File: src/rtl/key_switch_bank_if.sv
// Key/switch bank signal bundle: raw keys and clear in, debounced levels and event pulses out.
// release/repeat are SV keywords, hence the _pulse suffix on those two outputs.
interface key_switch_bank_if #(
  parameter int unsigned N = 4
) ();
  logic [N-1:0] key;
  logic         clr;
  logic [N-1:0] level;
  logic [N-1:0] switch;
  logic [N-1:0] press;
  logic [N-1:0] release_pulse;
  logic [N-1:0] long_press;
  logic [N-1:0] repeat_pulse;

  modport master (
    output key, clr,
    input  level, switch, press, release_pulse, long_press, repeat_pulse
  );

  modport slave (
    input  key, clr,
    output level, switch, press, release_pulse, long_press, repeat_pulse
  );
endinterface

File: src/rtl/key_switch_bank.sv
// Bank of N independent debounced keys with toggle state, press/release edges,
// long-press detection and auto-repeat.
module key_switch_bank #(
  parameter int unsigned  N        = 4,
  parameter int unsigned  DEBOUNCE = 16,
  parameter int unsigned  LONG     = 1000,
  parameter int unsigned  REPEAT   = 200,
  parameter logic [N-1:0] INIT     = '0
) (
  input logic              clk,
  input logic              rstn,
  key_switch_bank_if.slave bus
);
  localparam int unsigned DbW   = $clog2(DEBOUNCE + 1);
  localparam int unsigned HoldW = $clog2(LONG + 1);
  localparam int unsigned RepW  = (REPEAT > 0) ? $clog2(REPEAT + 1) : 1;

  localparam logic [DbW-1:0]   DbLast   = DbW'(DEBOUNCE - 1);
  localparam logic [HoldW-1:0] HoldLast = HoldW'(LONG);
  localparam logic [RepW-1:0]  RepLast  = RepW'((REPEAT > 0) ? REPEAT - 1 : 0);

  typedef enum logic [1:0] {StIdle, StHold, StLongHeld} hold_st_e;

  logic [N-1:0]     sync1_q, sync2_q;
  logic [N-1:0]     pressed, rise, fall;
  logic [N-1:0]     level_q, level_d;
  logic [N-1:0]     switch_q, switch_d;
  logic [N-1:0]     press_q, release_q;
  logic [N-1:0]     long_q, long_d;
  logic [N-1:0]     rpt_q, rpt_d;
  logic [DbW-1:0]   db_cnt_q   [N];
  logic [DbW-1:0]   db_cnt_d   [N];
  logic [HoldW-1:0] hold_cnt_q [N];
  logic [HoldW-1:0] hold_cnt_d [N];
  logic [RepW-1:0]  rep_cnt_q  [N];
  logic [RepW-1:0]  rep_cnt_d  [N];
  hold_st_e         st_q       [N];
  hold_st_e         st_d       [N];

  // Synchronizer idles at 1 so a key held through reset looks like a fresh press.
  always_ff @(posedge clk or negedge rstn) begin
    if (!rstn) begin
      sync1_q <= '1;
      sync2_q <= '1;
    end else begin
      sync1_q <= bus.key;
      sync2_q <= sync1_q;
    end
  end

  assign pressed = ~sync2_q;

  always_comb begin
    level_d = level_q;
    for (int i = 0; i < N; i++) begin
      db_cnt_d[i] = '0;
      if (pressed[i] != level_q[i]) begin
        if (db_cnt_q[i] == DbLast) begin
          level_d[i] = pressed[i];
        end else begin
          db_cnt_d[i] = db_cnt_q[i] + DbW'(1);
        end
      end
    end
  end

  assign rise = level_d & ~level_q;
  assign fall = level_q & ~level_d;

  // Toggle follows the registered press pulse so clr in that same cycle wins.
  assign switch_d = bus.clr ? INIT : (switch_q ^ press_q);

  always_comb begin
    long_d = '0;
    rpt_d  = '0;
    for (int i = 0; i < N; i++) begin
      st_d[i]       = st_q[i];
      hold_cnt_d[i] = hold_cnt_q[i];
      rep_cnt_d[i]  = rep_cnt_q[i];
      if (fall[i]) begin
        st_d[i]       = StIdle;
        hold_cnt_d[i] = '0;
        rep_cnt_d[i]  = '0;
      end else begin
        unique case (st_q[i])
          StIdle: begin
            if (rise[i]) begin
              st_d[i]       = StHold;
              hold_cnt_d[i] = HoldW'(1);
            end
          end
          StHold: begin
            if (hold_cnt_q[i] == HoldLast) begin
              long_d[i]     = 1'b1;
              st_d[i]       = StLongHeld;
              hold_cnt_d[i] = '0;
              rep_cnt_d[i]  = '0;
            end else begin
              hold_cnt_d[i] = hold_cnt_q[i] + HoldW'(1);
            end
          end
          StLongHeld: begin
            if (REPEAT > 0) begin
              // Counter is about to reach REPEAT: pulse and restart from 0.
              if (rep_cnt_q[i] == RepLast) begin
                rpt_d[i]     = 1'b1;
                rep_cnt_d[i] = '0;
              end else begin
                rep_cnt_d[i] = rep_cnt_q[i] + RepW'(1);
              end
            end else if (rep_cnt_q[i] != '1) begin
              rep_cnt_d[i] = rep_cnt_q[i] + RepW'(1);
            end
          end
          default: begin
            st_d[i] = StIdle;
          end
        endcase
      end
    end
  end

  always_ff @(posedge clk or negedge rstn) begin
    if (!rstn) begin
      level_q   <= '0;
      switch_q  <= INIT;
      press_q   <= '0;
      release_q <= '0;
      long_q    <= '0;
      rpt_q     <= '0;
      for (int i = 0; i < N; i++) begin
        db_cnt_q[i]   <= '0;
        hold_cnt_q[i] <= '0;
        rep_cnt_q[i]  <= '0;
        st_q[i]       <= StIdle;
      end
    end else begin
      level_q   <= level_d;
      switch_q  <= switch_d;
      press_q   <= rise;
      release_q <= fall;
      long_q    <= long_d;
      rpt_q     <= rpt_d;
      for (int i = 0; i < N; i++) begin
        db_cnt_q[i]   <= db_cnt_d[i];
        hold_cnt_q[i] <= hold_cnt_d[i];
        rep_cnt_q[i]  <= rep_cnt_d[i];
        st_q[i]       <= st_d[i];
      end
    end
  end

  assign bus.level         = level_q;
  assign bus.switch        = switch_q;
  assign bus.press         = press_q;
  assign bus.release_pulse = release_q;
  assign bus.long_press    = long_q;
  assign bus.repeat_pulse  = rpt_q;

endmodule
File: src/flat_wrapper.sv
// flat-port wrapper written by rule: the top's interface ports become plain ports
module key_switch_bank_flat 
#(
  parameter int unsigned  N        = 4,
  parameter int unsigned  DEBOUNCE = 16,
  parameter int unsigned  LONG     = 1000,
  parameter int unsigned  REPEAT   = 200,
  parameter logic [N-1:0] INIT     = '0
)
  (clk, rstn, bus_key, bus_clr, bus_level, bus_switch, bus_press, bus_release_pulse, bus_long_press, bus_repeat_pulse);
  key_switch_bank_if #(.N(N)) bus_i ();
  input logic clk;
  input logic rstn;
  input wire logic [$bits(bus_i.key)-1:0] bus_key;
  input wire logic [$bits(bus_i.clr)-1:0] bus_clr;
  output wire logic [$bits(bus_i.level)-1:0] bus_level;
  output wire logic [$bits(bus_i.switch)-1:0] bus_switch;
  output wire logic [$bits(bus_i.press)-1:0] bus_press;
  output wire logic [$bits(bus_i.release_pulse)-1:0] bus_release_pulse;
  output wire logic [$bits(bus_i.long_press)-1:0] bus_long_press;
  output wire logic [$bits(bus_i.repeat_pulse)-1:0] bus_repeat_pulse;
  assign bus_i.key = bus_key;
  assign bus_i.clr = bus_clr;
  assign bus_level = bus_i.level;
  assign bus_switch = bus_i.switch;
  assign bus_press = bus_i.press;
  assign bus_release_pulse = bus_i.release_pulse;
  assign bus_long_press = bus_i.long_press;
  assign bus_repeat_pulse = bus_i.repeat_pulse;
  key_switch_bank #(.N(N), .DEBOUNCE(DEBOUNCE), .LONG(LONG), .REPEAT(REPEAT), .INIT(INIT)) u_core (.clk(clk), .rstn(rstn), .bus(bus_i));
endmodule
File: config.mk
export PLATFORM = sky130hd
export DESIGN_NAME = key_switch_bank_flat
export DESIGN_NICKNAME = d
export VERILOG_FILES = /design/src/rtl/key_switch_bank_if.sv /design/src/rtl/key_switch_bank.sv /design/src/flat_wrapper.sv
export SDC_FILE = /design/constraint.sdc
export NUM_CORES = 1
export LEC_CHECK = 0
export CAP_MARGIN = 30
export CELL_PAD_IN_SITES_DETAIL_PLACEMENT = 0
export CELL_PAD_IN_SITES_GLOBAL_PLACEMENT = 2
export CORE_MARGIN = 3
export CORE_UTILIZATION = 42
export DETAILED_ROUTE_END_ITERATION = 8
export PLACE_DENSITY = 0.92
export SYNTH_ARGS = -nofsm -noshare
export SYNTH_HDL_FRONTEND = slang
export SYNTH_SLANG_ARGS = --single-unit
File: constraint.sdc
create_clock -name clk -period 4.1 [get_ports clk]
set_input_delay 0.41 -clock clk [delete_from_list [all_inputs] [get_ports clk]]
set_output_delay 0.41 -clock clk [all_outputs]
set_load 0.02 [all_outputs]
==> impl_metrics.yaml <==
critical_path:
  critical_path_buf_inv_count: 2
  worst-path-max-fanout: 11
  crit_path_end_kind: "flip-flop"
  cp_data_required_time_ps: 4440
  cp-start-kind: "flip-flop"
  arrival_ps: 2700
  crit_path_frequent_cell: "sky130_fd_sc_hd__a21oi_1"
  largest_incremental_delay_on_the_critical_path_ps: 490
  crit_path_cell_trace: "inv_1 > ha_1 > or3b_2 > a21oi_1 > a21oi_1 > buf_4 > or4_1 > o21ai_0"
  timing.critical_path.max_delay_family: "simple AND/OR/NAND/NOR gates"
  slowest_stage_cell_cp: "sky130_fd_sc_hd__or4_1"
  crit_path_class: "reg2reg"
clock_network:
  cts_max_path_buffers: 2
  cts_setup_buffers: 0
  postCtsResizedCells: 0
  insertion_delay_of_the_later_clocked_pin_in_the_worst_skew_pair_ps: 430
  root_buffer: "sky130_fd_sc_hd__clkbuf_16"
  cts_h_tree_depth: 4
  clkSinkCount: 132
  hold_buffers: 0
  tritoncts_clock_tree: "built"
  path_clk_slew_ps: 60
  cts_inserted_buffers: 17
placed_design:
  numPortBuffers: 30
  dp_hpwl_um: 9830
  finalWeightedCongestion: 0.854
  placedCellCount: 928
power:
  p_sw_frac: 0.213
  seqPwrFrac: 0.444
  power_density_nw_per_um2: 377
  p_leak_nw: 3.40
  power.internal_w: 0.00236
  pwr-share-comb: 0.019
  worst_ir_drop_vdd_mv: 0.295
  share_clk_of_total_power: 0.537
  totalPowerFinal_w: 0.00300
  p_sw_w: 0.000640
global_routing:
  track_usage: 0.176
  number_of_global_route_vias_before_repair: 5276
  grt_max_degree: 82
  first_pass_grt_wire_length_um: 25700
  grt-ovfl-total: 0
  antenna_found_initial: 0
routing:
  route.final.wire_length_um: 14800
  routed-via-count: 5457
  route.detailed.drc: 0
  detail_route.first_pass.iterations: 5
  detail_route.wl_per_cell_um: 15.4
  detail-route-antenna-nets: 0
  initialDrtViolationCount: 351
  avgViaCountPerCell: 5.68
finish:
  n_antenna_cell: 0
  final-instance-count-excl-fill: 961
  ff_latch_area_um2: 3310
  drive_gt1_frac: 0.0947
  num-fill-cells: 1412
  multi_input_combinational_cell_area_um2: 3270
  finish.net_count: 772
  area_growth_syn_to_layout_pct: 16.6
synthesis:
  netlist_instances: 704
  synthFlopType: "sky130_fd_sc_hd__dfrtp_1"
  share_of_flip_flops_with_an_asynchronous_set_or_reset: 1.00
  avgSynthCellArea_um2: 9.70
  post_synth_num_cell_types: 67
  yosys_warnings: 0
  synthesized_cell_area_um2: 6830
  synth_enable_flop_cells: 0
  ys_seq_elements: 132
  mappedNetlistNets: 739
  synth_seq_area_share: 0.485
sta:
  max_clock_freq_mhz: 424
  finalClockSkew_ps: 8.11
  post_route_fraction_of_the_period_consumed_by_the_critical_path: 0.575
  rsz0062_at_grt: "false"
  final-setup-viol-count: 0
  slew_headroom: 0.487
  final_hold_viol_count: 0
  tns_ps: 0
  final_max_slew_viol_count: 0
  final_critical_path_required_period_ps: 2360
  max_slew.worst_pin.slew_ps: 770
floorplanning:
  dieArea_um2: 17800
  die_y_um: 133
  boundaryPins: 31
  core_area_um2: 15500
  core.rowCount: 45
  die_x_um: 133
  initial_utilization: 0.439
job:
  cap_viol_max_count: 0
run_status:
  outcome: "finished clean"
worst_hold_path:
  hold_path.class: "in2async"
## layout by cell type, fill, tap and decap left out, drive strengths merged, types with 6 or more instances in the layout
cell,instances
nand2b,14
and3,27
nand2,59
nand4,18
nor3,29
xor2,8
o22ai,6
o21ai,84
clkdlybuf4s50,29
or2,7
or4,8
dfrtp,124
ha,28
nand3b,6
o221ai,6
o31ai,19
xnor2,10
o41ai,11
nand4b,6
a21oi,20
nand3,43
inv,42
nor2,35
nor3b,7
clkbuf,21
dfstp,8
o22a,6
buf,6
## flip-flops by register name, indices dropped and copies added (netlist names)
name / count
u_core.bus.level: 4
u_core.sync1_q: 4
u_core.bus.switch: 4
u_core.bus.release_pulse: 4
u_core.hold_cnt_q: 40
u_core.st_q: 8
u_core.bus.long_press: 4
u_core.db_cnt_q: 20
u_core.bus.repeat_pulse: 4
u_core.bus.press: 4
u_core.sync2_q: 4
u_core.rep_cnt_q: 32
## per-layer routing
metal,vias up,routed length (um),share of wire,global-route usage
met5,-,0,0,0
met2,107,7050,0.48,0.287
met1,2671,6970,0.47,0.233
met3,19,566,0.038,0.0378
met4,0,212,0.014,0.0617
li1,2660,-,-,-
## power by group through the flow
stage                     sequential, W  clock, W  combinational (W)
after floorplan                 0.00135         0          0.0000226
after global placement          0.00135         0          0.0000599
after detailed placement        0.00136         0          0.0000620
after CTS                       0.00133   0.00165          0.0000626
after global routing            0.00133   0.00170          0.0000698
final                           0.00133   0.00161          0.0000585
## layout make-up
cell class	instances	share of cell area
Sequential cell	132	0.416
Multi-Input combinational cell	511	0.410
Clock buffer	21	0.0603
Timing Repair Buffer	35	0.0426
Tap cell	211	0.0332
Inverter	40	0.0189
Clock inverter	11	0.0185
## cell families (layout without fill, tap and decap cells)
family                     after synthesis  after routing  synth area share
DFF                                    132            132             0.485
xor gates and xnor gates                18             18            0.0231
muxes                                    1              1           0.00147
buffers and inverters                   61            107            0.0361
and+or+nand+nor                        278            278             0.224
adders and majority gates               28             28            0.0513
AOI/OAI and AO/OA                      186            186             0.179
## cells in the mapped netlist (6+ instances only)
cell,n,area [um2]
sky130_fd_sc_hd__dfrtp_1,124,3100
sky130_fd_sc_hd__o21ai_0,79,395
sky130_fd_sc_hd__nand2_1,59,221
sky130_fd_sc_hd__nand3_1,41,205
sky130_fd_sc_hd__inv_1,38,143
sky130_fd_sc_hd__nor2_1,33,124
sky130_fd_sc_hd__ha_1,28,350
sky130_fd_sc_hd__nor3_1,28,140
sky130_fd_sc_hd__and3_1,27,169
sky130_fd_sc_hd__a21oi_1,19,95.1
sky130_fd_sc_hd__nand4_1,17,106
sky130_fd_sc_hd__o31ai_1,16,120
sky130_fd_sc_hd__nand2b_1,14,87.6
sky130_fd_sc_hd__o41ai_1,11,96.3
sky130_fd_sc_hd__xnor2_1,10,87.6
sky130_fd_sc_hd__buf_2,8,40.0
sky130_fd_sc_hd__clkbuf_1,8,30.0
sky130_fd_sc_hd__dfstp_2,8,210
sky130_fd_sc_hd__or4_1,8,60.1
sky130_fd_sc_hd__xor2_1,8,70.1
sky130_fd_sc_hd__nor3b_1,7,52.6
sky130_fd_sc_hd__nand3b_1,6,45.0
sky130_fd_sc_hd__o221ai_1,6,52.6
sky130_fd_sc_hd__o22a_1,6,52.6
sky130_fd_sc_hd__or2_2,6,37.5
## worst paths after layout
kind	startpoint	endpoint	slack (ps)	cells after the start
setup / recovery	u_core.st_q[6]$_DFFE_PN0P_	u_core.hold_cnt_q[35]$_DFFE_PN0P_	1740	8
hold / removal	rstn	u_core.db_cnt_q[19]$_DFF_PN0_	20	1
setup reg to reg	u_core.st_q[6]$_DFFE_PN0P_	u_core.hold_cnt_q[35]$_DFFE_PN0P_	1740	8
hold reg to reg	u_core.sync1_q[2]$_DFF_PN1_	u_core.sync2_q[2]$_DFF_PN1_	360	0
max in group asynchronous	rstn	u_core.sync2_q[3]$_DFF_PN1_	3160	2
min in group clk	u_core.sync1_q[2]$_DFF_PN1_	u_core.sync2_q[2]$_DFF_PN1_	360	0
## per-stage QoR
| step | setup slack (ps) | utilization | cell area (um2) | hold slack [ps] |
|---|---|---|---|---|
| after floorplan | 2130 | - | 6830 | 114 |
| after global placement | 1870 | 0.471 | 7330 | 347 |
| after detailed placement | 1750 | 0.471 | 7330 | 348 |
| after CTS | 1750 | 0.512 | 7950 | 70.4 |
| after global routing | 1540 | 0.512 | 7960 | 98.1 |
| final | 1740 | 0.512 | 7960 | 21.6 |
(Power assumes the default switching activity.)
